--- src/rtl/dist_8_pkg.sv ---
// Shared definitions for the DIST_8 pixel-to-weight distance engine:
// datapath widths, FSM state encoding and a channel difference helper.
package dist_8_pkg;

  localparam int PIX_W  = 24;  // one RGB pixel or weight, R=[23:16] G=[15:8] B=[7:0]
  localparam int CH_W   = 8;   // one colour channel
  localparam int DIST_W = 11;  // wide enough for 3*255 and for 255+2*255+255
  localparam int N_W    = 8;   // weight bank entries
  localparam int IDX_W  = 3;   // weight bank index

  typedef enum logic [1:0] {
    IDLE = 2'd0,
    CALC = 2'd1,
    DONE = 2'd2
  } state_e;

  // Absolute difference of two unsigned channel values.
  function automatic logic [CH_W-1:0] abs_diff(input logic [CH_W-1:0] a,
                                               input logic [CH_W-1:0] b);
    return (a >= b) ? (a - b) : (b - a);
  endfunction

endpackage

--- src/rtl/dist_8_if.sv ---
// Pixel / weight bus of DIST_8. The master offers pixels and weight writes;
// the slave (the distance engine) returns distances and the weight bank.
interface dist_8_if;
  import dist_8_pkg::*;

  logic              w_load;
  logic [IDX_W-1:0]  w_idx;
  logic [PIX_W-1:0]  w_data;
  logic              in_valid;
  logic [PIX_W-1:0]  pixel;
  logic              in_ready;
  logic              out_valid;
  logic [DIST_W-1:0] d0, d1, d2, d3, d4, d5, d6, d7;
  logic [PIX_W-1:0]  w0, w1, w2, w3, w4, w5, w6, w7;

  modport master (
    output w_load, w_idx, w_data, in_valid, pixel,
    input  in_ready, out_valid,
    input  d0, d1, d2, d3, d4, d5, d6, d7,
    input  w0, w1, w2, w3, w4, w5, w6, w7
  );

  modport slave (
    input  w_load, w_idx, w_data, in_valid, pixel,
    output in_ready, out_valid,
    output d0, d1, d2, d3, d4, d5, d6, d7,
    output w0, w1, w2, w3, w4, w5, w6, w7
  );

endinterface

--- src/rtl/dist_8_pix_dist.sv ---
// PIX_DIST: combinational L1 distance between one pixel and one weight.
// Build option: DIST_8_GREEN_WEIGHT_EN doubles the green channel term.
module dist_8_pix_dist
  import dist_8_pkg::*;
(
  input  logic [PIX_W-1:0]  pixel_i,
  input  logic [PIX_W-1:0]  weight_i,
  output logic [DIST_W-1:0] dist_o
);

  logic [DIST_W-1:0] dr_d, dg_d, db_d;

  // Per-channel absolute differences, zero-extended, then summed.
  // NOTE: every output of an always_comb is assigned on every path, so no latch can form.
  always_comb begin
    dr_d = DIST_W'(abs_diff(pixel_i[3*CH_W-1:2*CH_W], weight_i[3*CH_W-1:2*CH_W]));
    dg_d = DIST_W'(abs_diff(pixel_i[2*CH_W-1:CH_W],   weight_i[2*CH_W-1:CH_W]));
    db_d = DIST_W'(abs_diff(pixel_i[CH_W-1:0],        weight_i[CH_W-1:0]));
`ifdef DIST_8_GREEN_WEIGHT_EN
    dist_o = dr_d + (dg_d << 1) + db_d;
`else
    dist_o = dr_d + dg_d + db_d;
`endif
  end

endmodule

--- src/rtl/dist_8.sv ---
// DIST_8: accepts one pixel, then spends eight cycles computing its distance
// to each of eight stored weights with a single shared PIX_DIST, and pulses
// out_valid when all eight results are registered. Build option:
// DIST_8_GREEN_WEIGHT_EN (green-weighted distance, same timing).
module dist_8
  import dist_8_pkg::*;
(
  input  logic     clk,
  input  logic     rst,
  dist_8_if.slave  bus
);

  state_e            state_q;
  logic [IDX_W-1:0]  cnt_q;
  logic [PIX_W-1:0]  pix_q;
  logic              in_ready_q;
  logic              out_valid_q;
  logic [PIX_W-1:0]  bank_q [N_W];
  logic [DIST_W-1:0] dist_q [N_W];

  logic              accept_d;
  logic              wload_d;
  logic [DIST_W-1:0] dist_d;

  // Pixel and weight writes are only honoured while idle.
  assign accept_d = bus.in_valid && in_ready_q;
  assign wload_d  = bus.w_load   && in_ready_q;

  // One distance unit, stepped through the bank by the CALC counter.
  dist_8_pix_dist u_pix_dist (
    .pixel_i  (pix_q),
    .weight_i (bank_q[cnt_q]),
    .dist_o   (dist_d)
  );

  // Weight bank: written only by an accepted w_load.
  // NOTE: sequential state uses non-blocking (<=) so every flop samples pre-edge values.
  // NOTE: the bank is reset (not left as bare RAM) because it drives w0..w7 directly.
  always_ff @(posedge clk) begin
    if (rst) begin
      for (int k = 0; k < N_W; k++) bank_q[k] <= '0;
    end else if (wload_d) begin
      bank_q[bus.w_idx] <= bus.w_data;
    end
  end

  // Control FSM with registered in_ready / out_valid.
  always_ff @(posedge clk) begin
    if (rst) begin
      state_q     <= IDLE;
      cnt_q       <= '0;
      pix_q       <= '0;
      in_ready_q  <= 1'b1;
      out_valid_q <= 1'b0;
    end else begin
      case (state_q)
        IDLE: begin
          if (accept_d) begin
            pix_q      <= bus.pixel;
            cnt_q      <= '0;
            in_ready_q <= 1'b0;
            state_q    <= CALC;
          end
        end
        CALC: begin
          cnt_q <= cnt_q + 1'b1;
          if (cnt_q == IDX_W'(N_W - 1)) begin
            out_valid_q <= 1'b1;
            state_q     <= DONE;
          end
        end
        DONE: begin
          out_valid_q <= 1'b0;
          in_ready_q  <= 1'b1;
          state_q     <= IDLE;
        end
        default: begin
          out_valid_q <= 1'b0;
          in_ready_q  <= 1'b1;
          state_q     <= IDLE;
        end
      endcase
    end
  end

  // Result registers: one entry per CALC cycle, others hold their last value.
  always_ff @(posedge clk) begin
    if (rst) begin
      for (int k = 0; k < N_W; k++) dist_q[k] <= '0;
    end else if (state_q == CALC) begin
      dist_q[cnt_q] <= dist_d;
    end
  end

  assign bus.in_ready  = in_ready_q;
  assign bus.out_valid = out_valid_q;

  assign bus.d0 = dist_q[0];
  assign bus.d1 = dist_q[1];
  assign bus.d2 = dist_q[2];
  assign bus.d3 = dist_q[3];
  assign bus.d4 = dist_q[4];
  assign bus.d5 = dist_q[5];
  assign bus.d6 = dist_q[6];
  assign bus.d7 = dist_q[7];

  assign bus.w0 = bank_q[0];
  assign bus.w1 = bank_q[1];
  assign bus.w2 = bank_q[2];
  assign bus.w3 = bank_q[3];
  assign bus.w4 = bank_q[4];
  assign bus.w5 = bank_q[5];
  assign bus.w6 = bank_q[6];
  assign bus.w7 = bank_q[7];

endmodule

--- src/flat_wrapper.sv ---
// flat-port wrapper written by rule: the top's interface ports become plain ports
module dist_8_flat import dist_8_pkg::*;
  (clk, rst, bus_w_load, bus_w_idx, bus_w_data, bus_in_valid, bus_pixel, bus_in_ready, bus_out_valid, bus_d0, bus_d1, bus_d2, bus_d3, bus_d4, bus_d5, bus_d6, bus_d7, bus_w0, bus_w1, bus_w2, bus_w3, bus_w4, bus_w5, bus_w6, bus_w7);
  dist_8_if bus_i ();
  input  logic clk;
  input  logic rst;
  input wire logic [$bits(bus_i.w_load)-1:0] bus_w_load;
  input wire logic [$bits(bus_i.w_idx)-1:0] bus_w_idx;
  input wire logic [$bits(bus_i.w_data)-1:0] bus_w_data;
  input wire logic [$bits(bus_i.in_valid)-1:0] bus_in_valid;
  input wire logic [$bits(bus_i.pixel)-1:0] bus_pixel;
  output wire logic [$bits(bus_i.in_ready)-1:0] bus_in_ready;
  output wire logic [$bits(bus_i.out_valid)-1:0] bus_out_valid;
  output wire logic [$bits(bus_i.d0)-1:0] bus_d0;
  output wire logic [$bits(bus_i.d1)-1:0] bus_d1;
  output wire logic [$bits(bus_i.d2)-1:0] bus_d2;
  output wire logic [$bits(bus_i.d3)-1:0] bus_d3;
  output wire logic [$bits(bus_i.d4)-1:0] bus_d4;
  output wire logic [$bits(bus_i.d5)-1:0] bus_d5;
  output wire logic [$bits(bus_i.d6)-1:0] bus_d6;
  output wire logic [$bits(bus_i.d7)-1:0] bus_d7;
  output wire logic [$bits(bus_i.w0)-1:0] bus_w0;
  output wire logic [$bits(bus_i.w1)-1:0] bus_w1;
  output wire logic [$bits(bus_i.w2)-1:0] bus_w2;
  output wire logic [$bits(bus_i.w3)-1:0] bus_w3;
  output wire logic [$bits(bus_i.w4)-1:0] bus_w4;
  output wire logic [$bits(bus_i.w5)-1:0] bus_w5;
  output wire logic [$bits(bus_i.w6)-1:0] bus_w6;
  output wire logic [$bits(bus_i.w7)-1:0] bus_w7;
  assign bus_i.w_load = bus_w_load;
  assign bus_i.w_idx = bus_w_idx;
  assign bus_i.w_data = bus_w_data;
  assign bus_i.in_valid = bus_in_valid;
  assign bus_i.pixel = bus_pixel;
  assign bus_in_ready = bus_i.in_ready;
  assign bus_out_valid = bus_i.out_valid;
  assign bus_d0 = bus_i.d0;
  assign bus_d1 = bus_i.d1;
  assign bus_d2 = bus_i.d2;
  assign bus_d3 = bus_i.d3;
  assign bus_d4 = bus_i.d4;
  assign bus_d5 = bus_i.d5;
  assign bus_d6 = bus_i.d6;
  assign bus_d7 = bus_i.d7;
  assign bus_w0 = bus_i.w0;
  assign bus_w1 = bus_i.w1;
  assign bus_w2 = bus_i.w2;
  assign bus_w3 = bus_i.w3;
  assign bus_w4 = bus_i.w4;
  assign bus_w5 = bus_i.w5;
  assign bus_w6 = bus_i.w6;
  assign bus_w7 = bus_i.w7;
  dist_8 u_core (.clk(clk), .rst(rst), .bus(bus_i));
endmodule
--- config.mk ---
export PLATFORM = sky130hd
export DESIGN_NAME = dist_8_flat
export DESIGN_NICKNAME = d
export VERILOG_FILES = /design/src/rtl/dist_8_pkg.sv /design/src/rtl/dist_8_if.sv /design/src/rtl/dist_8_pix_dist.sv /design/src/rtl/dist_8.sv /design/src/flat_wrapper.sv
export SDC_FILE = /design/constraint.sdc
export NUM_CORES = 1
export LEC_CHECK = 0
export ABC_AREA = 1
export CAP_MARGIN = 20
export CELL_PAD_IN_SITES_DETAIL_PLACEMENT = 1
export CELL_PAD_IN_SITES_GLOBAL_PLACEMENT = 2
export CORE_ASPECT_RATIO = 0.9
export CORE_UTILIZATION = 35
export CTS_BUF_LIST = sky130_fd_sc_hd__clkbuf_8
export DETAILED_ROUTE_END_ITERATION = 6
export GPL_TIMING_DRIVEN = 1
export PLACE_DENSITY_LB_ADDON = 0.1
export SYNTH_ARGS = -nofsm -noshare
export SYNTH_HDL_FRONTEND = slang
export SYNTH_SLANG_ARGS = --single-unit
--- constraint.sdc ---
create_clock -name clk -period 9.32 [get_ports clk]
set_input_delay 1.864 -clock clk [delete_from_list [all_inputs] [get_ports clk]]
set_output_delay 1.864 -clock clk [all_outputs]
set_load 0.02 [all_outputs]
==> summary.md, run 1 <==
| Metric | Value |
|---|---|
| TritonCTS clock tree | `done` |
| Number of synthesized flops with an enable pin | `~270` |
| Critical Path RT | `9700 ps` |
| DRC | `0` |
| Status | `complete, no violations` |
| Vias in the first global route | `around 14000` |
| Startpoint type of the worst setup path | `register` |
| Largest net degree at the start of global routing | `80` |
| Most frequent cells in the layout | `437 x nor2_1, 328 x clkdlybuf4s50_1, 272 x edfxtp_1` |
| Top_reg_cell synth | `edfxtp_1` |
| Deepest clock path buffer count | `3` |
| Routed wire per std cell | `between 20 and 25 um` |
| I/O pins | `337` |
| Critical path arrival | `between 6000 and 7000 ps` |
| Hold Path Stages | `2` |
| Post-Syn Area | `approximately 0.016 mm2` |
| Hpwl dp | `between 40000 and 50000 um` |
| Leakage power | `between 8 and 9 nW` |
| Fmax | `about 150 MHz` |
| R2R depth | `20` |
| Combinational power share | `between 40% and 50%` |
| CP endpoint kind | `register` |
| Synthesized area per cell | `~9.4 um2` |
| Sequential Power Share | `31.5%` |
| Clock Sinks | `approximately 310` |
| Initial detailed-routing violation count | `approximately 1000` |
| Hold Path End | `u_core.pix_q[12]` |
| Starting Density | `between 30% and 40%` |
| Layout area overhead | `28.8%` |
| # Max-Cap Violations | `0` |
| Final min period | `between 6000 and 7000 ps` |
| GRT Residual Overflow | `0` |
| Detail Route Antenna Nets | `0` |
| Final Hold Fails | `0` |
| Overall Global Routing Usage | `26.4%` |
| Layout Utilization | `a little under half` |
| Worst-Skew Late Latency | `approximately 670 ps` |
| Power Internal | `about 2.9 mW` |
| Gpl congestion | `around 0.87` |
| Commonest non-fill, non-tap cell in the layout | `nor2_1` |
| HP Class | `register to register` |
| Die height | `between 200 and 250 um` |
| Worst slew margin | `between 20% and 30%` |
| H-tree depth | `2` |
| Hold_buf cts | `0` |
| Hold Crit Start | `u_core.pix_q[12]` |
| Die extent in x | `around 230 um` |
| R2r endpoint | `u_core.dist_q[0][5]` |
| Fillers | `5122` |
| Layout Skew | `approximately 27 ps` |
| TritonRoute pass-1 iters | `5` |
| Synth Instances | `roughly 1700` |
| Endpoints failing setup | `0` |
| Flop2flop setup slack | `around 2800 ps` |
| Clock network fraction of total power | `24.0%` |
| Sequential cell area fraction in the yosys report | `around 56%` |
| Cell variety after synth | `42` |
| Final net count | `between 2000 and 2500` |
| Post-CTS Resized | `0` |
| Crit-path max FO | `slightly below 80` |
| Flip-flop and latch count after synthesis | `~300` |
| NetSw | `about 2.3 mW` |
| Routed vias | `around 13000` |
| TNS Setup | `0 ps` |
| Post-CTS setup buffer count | `0` |
| Clock-pin transition on the worst setup and hold timing paths | `60 ps` |
| WS Path Type | `register to register` |
| Port Buf Inserts | `328` |
| Drt total wl | `60800 um` |
| Async SR Flop Fraction | `0%` |
| Die area | `between 0.04 and 0.05 mm2` |
| Pwr/cell area | `approximately 250 mW/mm2` |
| Synth warnings | `0` |
| Switch share | `between 40% and 50%` |
| CTS Buf Count | `54` |
| Core area | `between 0.04 and 0.05 mm2` |
| RSZ-0062 raised after global routing | `no` |
| Worst-Margin Slew | `around 1100 ps` |
| Initial antenna violation count | `2` |
| Root buffer cell | `clkbuf_8` |
| Layout cell share with drive strength beyond 1 | `around 7.8%` |
| Vias per inst | `roughly 5` |
| Core Rows | `73` |
| Slew Limit Fails | `0` |
| Final period util | `between 60% and 70%` |
| First-pass GRT wire length | `between 80000 and 90000 um` |
| Max VDD drop | `0.248 mV` |
[how the worst max path moves through the flow]
stage | cells past startpoint | end | slack [ps] | startpoint
6_report | 20 | u_core.dist_q[0][5] | 2850 | register
5_1_grt | 22 | u_core.dist_q[0][5] | 2480 | register
4_1_cts | 20 | u_core.dist_q[0][5] | 2880 | register
3_5_place_dp | 22 | u_core.dist_q[0][5] | 2900 | register
3_3_place_gp | 22 | u_core.dist_q[6][5] | 3100 | register
2_1_floorplan | 28 | u_core.dist_q[0][7] | 5040 | register
[power by group through the flow]
stage | combinational [mW] | sequential (mW) | clock (mW)
after CTS | 2.30 | 1.63 | 1.27
after floorplan | 1.34 | 1.72 | 0
after global routing | 2.53 | 1.64 | 1.32
after detailed placement | 2.28 | 1.66 | 0
after global placement | 2.23 | 1.66 | 0
final | 2.30 | 1.63 | 1.24
[sequential cells by signal, indices dropped and copies added, names as in the netlist, named ones only]
name,cells
u_core.bus.in_ready,1
u_core.bus.out_valid,1
u_core.pix_q,24
u_core.cnt_q,3
u_core.state_q,2
u_core.dist_q,80
u_core.bank_q,192
[worst max-delay path, stage by stage (launching register included)]
cell     delay, ps
dfxtp_4        500
buf_4          700
o21ai_0        190
o21ai_0        510
inv_1          120
o21ai_2        150
ha_1           160
inv_1           80
fa_1           410
nand2_1         90
nand2_1        100
nand3_1        110
nand3_2        190
o21ai_0        680
fa_1           520
inv_1           70
ha_1           270
a21oi_1        190
o21ai_2        110
xnor2_1        790
nor2_1         120
[per-stage QoR]
stage,instances,hold WS (ps),worst slack (ps),total power [mW],instance area (um2)
4_1_cts,2658,488,2880,5.20,20500
5_1_grt,2658,515,2480,5.50,20500
6_report,2660,484,2850,5.18,20500
3_3_place_gp,2560,467,3100,3.89,19500
2_1_floorplan,1705,451,5040,3.06,15900
3_5_place_dp,2560,479,2900,3.94,19500
[Yosys cell counts (3+ instances only)]
cell      instances  share of area (%)
dfxtp_1          34                4.3
inv_2            26               0.61
a21oi_1          51                1.6
nand3_1          64                2.0
edfxtp_1        272                 51
nor2_1          437                 10
nand4_1          11               0.43
buf_2            26               0.82
nand2_4           8               0.57
xor2_1           12               0.66
o211ai_1          3               0.14
o21ai_1          50                1.6
clkbuf_2          4               0.13
clkbuf_1         13               0.31
buf_6            25                1.8
o21ai_0         127                4.0
nand2_1         211                5.0
buf_4            16               0.75
xnor2_1           7               0.39
o21ai_2          29                1.6
inv_1           175                4.1
ha_1             54                4.2
fa_1             15                1.9
nor2_2            5               0.20
[area by class of cell]
type | instances | area, um2 | share of cell area (%)
multi-input cells | 1111 | 5710 | 27.9
clock buffers | 59 | 812 | 3.96
well taps | 600 | 751 | 3.66
repair buffers | 342 | 3390 | 16.5
flip-flops and latches | 306 | 8850 | 43.2
diodes | 2 | 5.00 | 0.0244
clock inverters | 39 | 231 | 1.13
inverters | 201 | 754 | 3.68
[layer usage]
metal / global-route usage (%) / wire, um / vias to the layer above / share of wire (%)
met4: 9.29 / 1840 / 4 / 3.0
met1: 36.8 / 27600 / 6550 / 45
li1: - / - / 6180 / -
met2: 40.6 / 27200 / 432 / 45
met3: 5.59 / 4180 / 81 / 6.9
met5: 0 / 26 / - / 0.043
[cell families after synthesis]
family | after synthesis | synth area share, %
simple gates | 747 | 19.2
flops | 306 | 55.6
buf+inv | 288 | 8.73
compound gates | 268 | 9.28
fa+ha+maj | 69 | 6.13
xor+xnor | 19 | 1.05
other cells | 1 | 0.0236
Note: power is estimated with default switching activity, not from simulation.
==> run 2, diff against run 1 <==
--- a/config.mk
+++ b/config.mk
@@ -10,7 +10,7 @@
 export CELL_PAD_IN_SITES_DETAIL_PLACEMENT = 1
 export CELL_PAD_IN_SITES_GLOBAL_PLACEMENT = 2
 export CORE_ASPECT_RATIO = 0.9
-export CORE_UTILIZATION = 35
+export CORE_UTILIZATION = 29
 export CTS_BUF_LIST = sky130_fd_sc_hd__clkbuf_8
 export DETAILED_ROUTE_END_ITERATION = 6
 export GPL_TIMING_DRIVEN = 1
==> constraint.sdc (replaced) <==
create_clock -name clk -period 5.3 [get_ports clk]
set_input_delay 1.06 -clock clk [delete_from_list [all_inputs] [get_ports clk]]
set_output_delay 1.06 -clock clk [all_outputs]
set_load 0.02 [all_outputs]
==> summary.md, run 2 (same netlist as run 1, synthesis figures left out) <==
| Metric | Value |
|---|---|
| Status | `complete, no violations` |
| Largest net degree at the start of global routing | `44` |
| Final period util | `a little over nine tenths` |
| Final min period | `between 5000 and 6000 ps` |
| Initial antenna violation count | `1` |
| Overall Global Routing Usage | `between 20% and 30%` |
| # Max-Cap Violations | `0` |
| Slew Limit Fails | `0` |
| First-pass GRT wire length | `just over 90000 um` |
| R2r endpoint | `u_core.dist_q[0][7]` |
| Final net count | `around 2200` |
| H-tree depth | `2` |
| CP endpoint | `u_core.dist_q[0][7]` |
| Max incr delay on CP | `about 440 ps` |
| Detail Route Antenna Nets | `0` |
| Worst-Skew Late Latency | `approximately 670 ps` |
| Root buffer cell | `clkbuf_8` |
| WS Path Type | `register to register` |
| Slowest CP cell | `fa_1` |
| Switch share | `between 40% and 50%` |
| Layout Utilization | `roughly two fifths` |
| Total power | `9.69 mW` |
| Initial detailed-routing violation count | `896` |
| TritonCTS clock tree | `done` |
| Startpoint type of the worst setup path | `register` |
| Clock network fraction of total power | `approximately 22%` |
| Most frequent cells in the layout | `437 x nor2_1, 328 x clkdlybuf4s50_1, 272 x edfxtp_1` |
| Power Internal | `about 5.3 mW` |
| Pwr/cell area | `around 460 mW/mm2` |
| Die area | `between 0.05 and 0.06 mm2` |
| Critical Path RT | `roughly 5700 ps` |
| GRT Residual Overflow | `0` |
| Stages on the worst setup path | `27` |
| Layout Skew | `29.1 ps` |
| HP Class | `register to register` |
| WP buf/inv | `5` |
| Routed wire per std cell | `22.4 um` |
| Clock-pin transition on the worst setup and hold timing paths | `60 ps` |
| Max VDD drop | `between 0.6 and 0.7 mV` |
| CTS Buf Count | `55` |
| Die extent in x | `249 um` |
| Endpoints failing setup | `0` |
| Flop2flop setup slack | `between 200 and 300 ps` |
| R2R depth | `27` |
| Routed vias | `13300` |
| Critical path's top delay family | `adder cells` |
| Critical path arrival | `about 5400 ps` |
| I/O pins | `337` |
| Hpwl dp | `roughly 48000 um` |
| Regs by FF count | `u_core.bank_q: 192 flops, u_core.dist_q: 80 flops, u_core.pix_q: 24 flops` |
| Gpl congestion | `0.841` |
| Port Buf Inserts | `328` |
| Clock Sinks | `~310` |
| Core area | `0.0543 mm2` |
| Final Hold Fails | `0` |
| Fmax | `around 200 MHz` |
| Combinational power share | `about 48%` |
| Layout area overhead | `32.4%` |
| DRC | `0` |
| Die height | `about 220 um` |
| WHS | `~500 ps` |
| Starting Density | `29.3%` |
| Worst slew margin | `50.1%` |
| Sequential Power Share | `between 20% and 30%` |
| Core Rows | `a little over 80` |
| TritonRoute pass-1 iters | `5` |
| Vias per inst | `4.74` |
| Deepest clock path buffer count | `3` |
| Register with the most flip-flops | `u_core.bank_q` |
| Vias in the first global route | `about 14000` |
| Worst-Margin Slew | `about 750 ps` |
| Crit-path max FO | `16` |
| CP endpoint kind | `register` |
| Drt total wl | `62900 um` |
| Max reg flops | `192` |
| NetSw | `4.38 mW` |
| Leakage power | `between 8 and 9 nW` |
| Layout cell share with drive strength beyond 1 | `9.97%` |
| Hold Path Stages | `2` |
| Commonest non-fill, non-tap cell in the layout | `nor2_1` |
## run 2: cell count changes in the layout (fill, tap and decap cells not counted), moves of 5 or more
cell	delta
o21ai_0	-8
buf_4	+26
o21ai_4	+6
o21ai_1	+5
clkinv_2	+7
inv_1	-7
## run 2: worst reg2reg max path: cells and delay by family, from the launching register on
kind	cells	cell delay (ps)
AND/OR/NAND/NOR	12	1400
buffers and inverters	5	530
flip-flops	1	400
AO/OA/AOI/OAI	5	790
adder cells (fa/ha/maj)	5	1620
## run 2: metal layers
metal / routed length, um / share of wire (%) / vias up / GRT usage, %
met5: 0 / 0 / - / 0
met4: 1110 / 1.8 / 0 / 5.51
met3: 2970 / 4.7 / 67 / 3.33
met2: 28500 / 45 / 324 / 35.3
met1: 30300 / 48 / 6642 / 32.1
li1: - / - / 6263 / -
## run 2: cell type report
class | instances | area [um2]
clock inverters | 44 | 241
multi-input cells | 1111 | 5790
fillers | 6278 | 33300
repair buffers | 377 | 3750
diodes | 1 | 2.50
inverters | 201 | 757
clock buffers | 58 | 798
flip-flops and latches | 306 | 8860
well taps | 705 | 882
## run 2: worst min-delay path by stage
stage | from | endpoint
finish | u_core.pix_q[3] | u_core.pix_q[3]
global route | u_core.pix_q[8] | u_core.pix_q[8]
CTS | u_core.pix_q[8] | u_core.pix_q[8]
detailed placement | u_core.pix_q[8] | u_core.pix_q[8]
global placement | u_core.pix_q[10] | u_core.pix_q[10]
floorplan | u_core.pix_q[0] | u_core.pix_q[0]
## run 2: power groups by stage
stage          Combinational (mW)  Clock [mW]  Sequential [mW]
2_1_floorplan                2.36           0             3.02
3_3_place_gp                 4.57           0             2.92
3_5_place_dp                 4.60           0             2.92
4_1_cts                      4.63        2.21             2.87
5_1_grt                      5.11        2.30             2.88
6_report                     4.68        2.14             2.87
## run 2: timing repair
| action | CTS | global route |
|---|---|---|
| buffers inserted | 0 | 1 |
| resized for setup | 2 | 27 |
| endpoints found under the setup margin | 4 | 40 |
| hold endpoints to repair | 0 | 0 |
| hold buffers | 0 | 0 |
## run 2: stage by stage
stage / worst slack [ps] / instance area [um2] / setup TNS [ps] / cells
after global placement: 91.3 / 19900 / 0 / 2697
final: 265 / 21100 / 0 / 2803
after global routing: -3.19 / 21100 / -3.19 / 2802
after CTS: 25.9 / 21000 / 0 / 2801
after floorplan: 1020 / 15900 / 0 / 1705
after detailed placement: -36.4 / 19900 / -79.4 / 2699
